File: src/rtl/fma_sign_resolve.sv
// Final sign resolution for (a*b)+c: delay-matches the tentative sign from the sign
// handler to the mantissa adder flags and presents one registered sign per operation.
module fma_sign_resolve #(
  parameter int LAT   = 3,
  parameter int RND_W = 2
) (
  input  logic             clk,
  input  logic             rst,
  input  logic             en,
  input  logic             flush,
  input  logic             in_valid,
  input  logic             in_s_tmp,
  input  logic             in_final_m,
  input  logic             add_valid,
  input  logic             add_neg,
  input  logic             add_zero,
  input  logic [RND_W-1:0] rnd_mode,
  output logic             out_valid,
  output logic             out_sign,
  output logic             align_err
);

  localparam logic [RND_W-1:0] RND_RDN = RND_W'(2'b11);

  // Exact-zero sum of opposite-signed terms is +0 except when rounding toward -inf.
  function automatic logic resolve_sign(
    input logic             s_tmp,
    input logic             final_m,
    input logic             neg,
    input logic             zero,
    input logic [RND_W-1:0] rnd
  );
    logic sign_v;
    if (final_m) begin
      sign_v = s_tmp;
    end else if (zero) begin
      sign_v = (rnd == RND_RDN) ? 1'b1 : 1'b0;
    end else begin
      sign_v = s_tmp ^ neg;
    end
    return sign_v;
  endfunction

  logic [LAT-1:0] v_r;
  logic [LAT-1:0] s_r;
  logic [LAT-1:0] m_r;
  logic           head_v_s;
  logic           resolve_s;
  logic           misalign_s;
  logic           sign_s;

  // Head-stage decode: resolve, misalignment and candidate sign.
  always_comb begin
    head_v_s   = v_r[LAT-1];
    resolve_s  = en & head_v_s & add_valid;
    misalign_s = en & (head_v_s ^ add_valid);
    sign_s     = resolve_sign(s_r[LAT-1], m_r[LAT-1], add_neg, add_zero, rnd_mode);
  end

  // Stage valid shift register; the head entry is consumed as it shifts out.
  always_ff @(posedge clk or posedge rst) begin
    if (rst) begin
      v_r <= {LAT{1'b0}};
    end else if (flush) begin
      v_r <= {LAT{1'b0}};
    end else if (en) begin
      v_r[0] <= in_valid;
      for (int i = 1; i < LAT; i++) begin
        v_r[i] <= v_r[i-1];
      end
    end
  end

  // Sign/mask payload shift register, advancing in lockstep with the valids.
  always_ff @(posedge clk or posedge rst) begin
    if (rst) begin
      s_r <= {LAT{1'b0}};
      m_r <= {LAT{1'b0}};
    end else if (en) begin
      s_r[0] <= in_s_tmp;
      m_r[0] <= in_final_m;
      for (int i = 1; i < LAT; i++) begin
        s_r[i] <= s_r[i-1];
        m_r[i] <= m_r[i-1];
      end
    end
  end

  // Output register: pulse on resolve, sign holds between resolves and while stalled.
  always_ff @(posedge clk or posedge rst) begin
    if (rst) begin
      out_valid <= 1'b0;
      out_sign  <= 1'b0;
    end else if (flush) begin
      out_valid <= 1'b0;
    end else if (en) begin
      out_valid <= resolve_s;
      if (resolve_s) begin
        out_sign <= sign_s;
      end
    end
  end

  // Sticky misalignment flag; only reset clears it.
  always_ff @(posedge clk or posedge rst) begin
    if (rst) begin
      align_err <= 1'b0;
    end else if (misalign_s) begin
      align_err <= 1'b1;
    end
  end

endmodule

File: config.mk
export PLATFORM = sky130hd
export DESIGN_NAME = fma_sign_resolve
export DESIGN_NICKNAME = d
export VERILOG_FILES = /design/src/rtl/fma_sign_resolve.sv
export SDC_FILE = /design/constraint.sdc
export NUM_CORES = 1
export LEC_CHECK = 0
export CORE_MARGIN = 1.5
export CORE_UTILIZATION = 40
export DETAILED_ROUTE_END_ITERATION = 10
export PLACE_DENSITY = 0.77
export SYNTH_ARGS = -nofsm -noshare
export SYNTH_HDL_FRONTEND = slang
export SYNTH_SLANG_ARGS = --single-unit
File: constraint.sdc
create_clock -name clk -period 2.63 [get_ports clk]
set_clock_uncertainty 0.1 [all_clocks]
set_input_delay 0.526 -clock clk [delete_from_list [all_inputs] [get_ports clk]]
set_output_delay 0.526 -clock clk [all_outputs]
set_load 0.02 [all_outputs]
==> impl_metrics.toml <==
[status]
status = "finished, final reports clean"

[power_and_ir_drop]
leakagePower_nw = 0.3231
powerDensity_nw_per_um2 = 583.5
swShare_pct = 21.33
p_switching_mw = 0.08829
pwr-share-clk_pct = 34.2
seqPwrFrac_pct = 51.0
irDropWorstVdd_v = 0.0003430
comb_power_share_pct = 14.8
internal-power_mw = 0.3257

[cells_and_area]
syn_to_final_growth_pct = 34.68
antenna_cells = 0
layout_common_cells = "clkdlybuf4s50_1 (14), dfrtp_1 (12), mux2_2 (6)"
drive_above_1_share_pct = 25.93
final_common_cell = "clkdlybuf4s50_1"
fill_cells = 91
nNetsFinal = 67

[route]
drtIter0Drc = 3
drt-total-wl_microns = 744
vias = 323
postRouteAntennaNets = 0
vias_per_cell = 4.750
firstDrtPassIters = 3
drc = 0
routedWlPerCell_microns = 10.94

[worst_hold_path]
hp-start = "align_err$_DFFE_PP0P_"
min_delay_worst_endpoint = "align_err$_DFFE_PP0P_"
min_path_cells = 1
hold_class = "reg2reg"

[synthesis]
ys_seq_area_share_pct = 57.01
synth_warnings = 0
synth.distinct_cells = 17
yosys-top-cells-area = "dfrtp_1 (57%), mux2_2 (13%), mux2i_1 (5.7%), nand4b_4 (4.5%), o32ai_2 (3.1%)"
syn_inst = 37
synth_area_leader_cell = "dfrtp_1"
ys_seq_elements = 12
syn-mean-instance-area_sq_um = 14.24
syn_area_sq_um = 526.8
yosysTopAreaCellShare_pct = 57.01
synth_nets = 49

[placed_design]
dp_slack_ns = 0.6373
io_buffers = 14
hpwl_microns = 567.3
place.gp.congestion = 0.6289

[critical_path]
slowest_stage = "clkdlybuf4s50_1"
r2r-end = "out_sign$_DFFE_PP0P_"
r2r-start = "m_r[2]$_DFFE_PP0P_"
cp.arrival_ns = 1.23
crit_buf_inv = 1
cp-start-kind = "flop"
cp_cell_sequence = "clkdlybuf4s50_1"
cp_slowest_stage_delay_ns = 0.60
crit_type = "reg2out"
cp_max_fo = 2
cpLargestDelayFamily = "buffers and inverters"
required_ns = 2.00
r2r_setup_slack_ns = 1.65
reg2reg_depth = 3
cp-end-kind = "primary output"

[sta]
period_needed_ns = 1.852
finalSetupViolCount = 0
rsz0062_at_grt = "false"
worst_pin_slew_ns = 0.5669
maxSlewHeadroom_pct = 62.09
fin_crit_sh_pct = 70.41
setup_tns_ns = 0
hold_viol = 0
setup_ws_ns = 0.7783
fmax_mhz = 540.0
final-max-slew-violation-count = 0

[clock_network]
cts_buffer_depth = 2
cts_buffers = 3
htree_levels = 1
clk_latency_ns = 0.26
cts_root_buf = "clkbuf_4"
postCtsSetupBuffers = 0
tritoncts = "yes"
cts_resized = 0
cts.sinks = 12
clkTransAtPathRegs_ns = 0.07
postCtsHoldBufs = 0

[job]
cap_violations = 0

[floorplan]
die_w_microns = 39.29
initial_core_util_pct = 44.98
io_pins = 15
die_area_sq_um = 1544
fp.coreArea_sq_um = 1171
num_rows = 12
chipHeight_microns = 39.29

[global_routing]
grt_pass1_vias = 320
antenna_found_initial = 0
overflow = 0
track_usage_pct = 12.50
grt_first_pass_wirelength_microns = 1276
grt_max_degree = 13
==> flip-flops by register name, summed over array words and instances (netlist names) <==
name,cells
m_r,3
s_r,3
v_r,3
align_err,1
out_sign,1
out_valid,1
==> cells by family (layout without fill, tap and decap cells) <==
logic type,Yosys count,after routing,synth area share [%]
flops,12,12,57.01
mux,9,9,18.53
simple gates,7,7,10.69
compound gates,6,6,9.262
buf+inv,2,19,2.850
xor+xnor,1,1,1.663
==> per-layer routing <==
| layer | vias to the layer above | part of all wire, % | track usage [%] | routed length [microns] |
|---|---|---|---|---|
| met5 | - | 0 | 0 | 0 |
| met4 | 0 | 0 | 7.759 | 0 |
| met3 | 0 | 7.9 | 1.705 | 59 |
| met2 | 11 | 48 | 20.00 | 356 |
| met1 | 146 | 44 | 15.81 | 329 |
| li1 | 166 | - | - | - |
==> power groups by stage <==
stage               logic [mW]  clock network (mW)  registers, mW
floorplan               0.0372                   0          0.214
global placement        0.0613                   0          0.215
detailed placement      0.0624                   0          0.215
CTS                     0.0624               0.151          0.211
global route            0.0667               0.155          0.214
finish                  0.0612               0.142          0.211
==> cells in the mapped netlist, drive strengths merged <==
cell type	number
nor2	3
nand2b	1
o21ba	1
xor2	1
o21ai	2
nand4b	1
mux2	6
buf	1
a21o	1
nand2	1
dfrtp	12
a21oi	1
mux2i	3
o32ai	1
and3	1
inv	1
==> worst max path at each step <==
| stage | slack (ns) | cells past startpoint | startpoint | end |
|---|---|---|---|---|
| 3_5_place_dp | 0.64 | 2 | en | m_r[1]$_DFFE_PP0P_ |
| 6_report | 0.78 | 1 | out_valid$_DFFE_PP0P_ | out_valid |
| 2_1_floorplan | 1.43 | 2 | en | m_r[0]$_DFFE_PP0P_ |
| 4_1_cts | 0.76 | 1 | out_valid$_DFFE_PP0P_ | out_valid |
| 3_3_place_gp | 0.64 | 2 | en | m_r[0]$_DFFE_PP0P_ |
| 5_1_grt | 0.71 | 1 | out_valid$_DFFE_PP0P_ | out_valid |
==> through the flow <==
stage	std cells	util, %	area (sq um)	power, mW	hold slack, ns
after floorplan	37	-	526.8	0.2514	0.2907
after CTS	68	60.58	709.4	0.4243	0.3617
after global routing	68	60.58	709.4	0.4353	0.3785
after detailed placement	64	57.48	673.1	0.2774	0.3431
final	68	60.58	709.4	0.4140	0.3563
after global placement	64	57.48	673.1	0.2760	0.3478
==> area by class of cell <==
cell class / count / area, sq um / share of cell area [%]
sequential: 12 / 300.3 / 42.33
multi-input combinational: 23 / 211.5 / 29.81
timing repair buffer: 14 / 140.1 / 19.75
clock buffer: 4 / 36.28 / 5.115
tap: 14 / 17.52 / 2.469
inverter: 1 / 3.754 / 0.5291
Note: power is estimated with default switching activity, not from simulation.
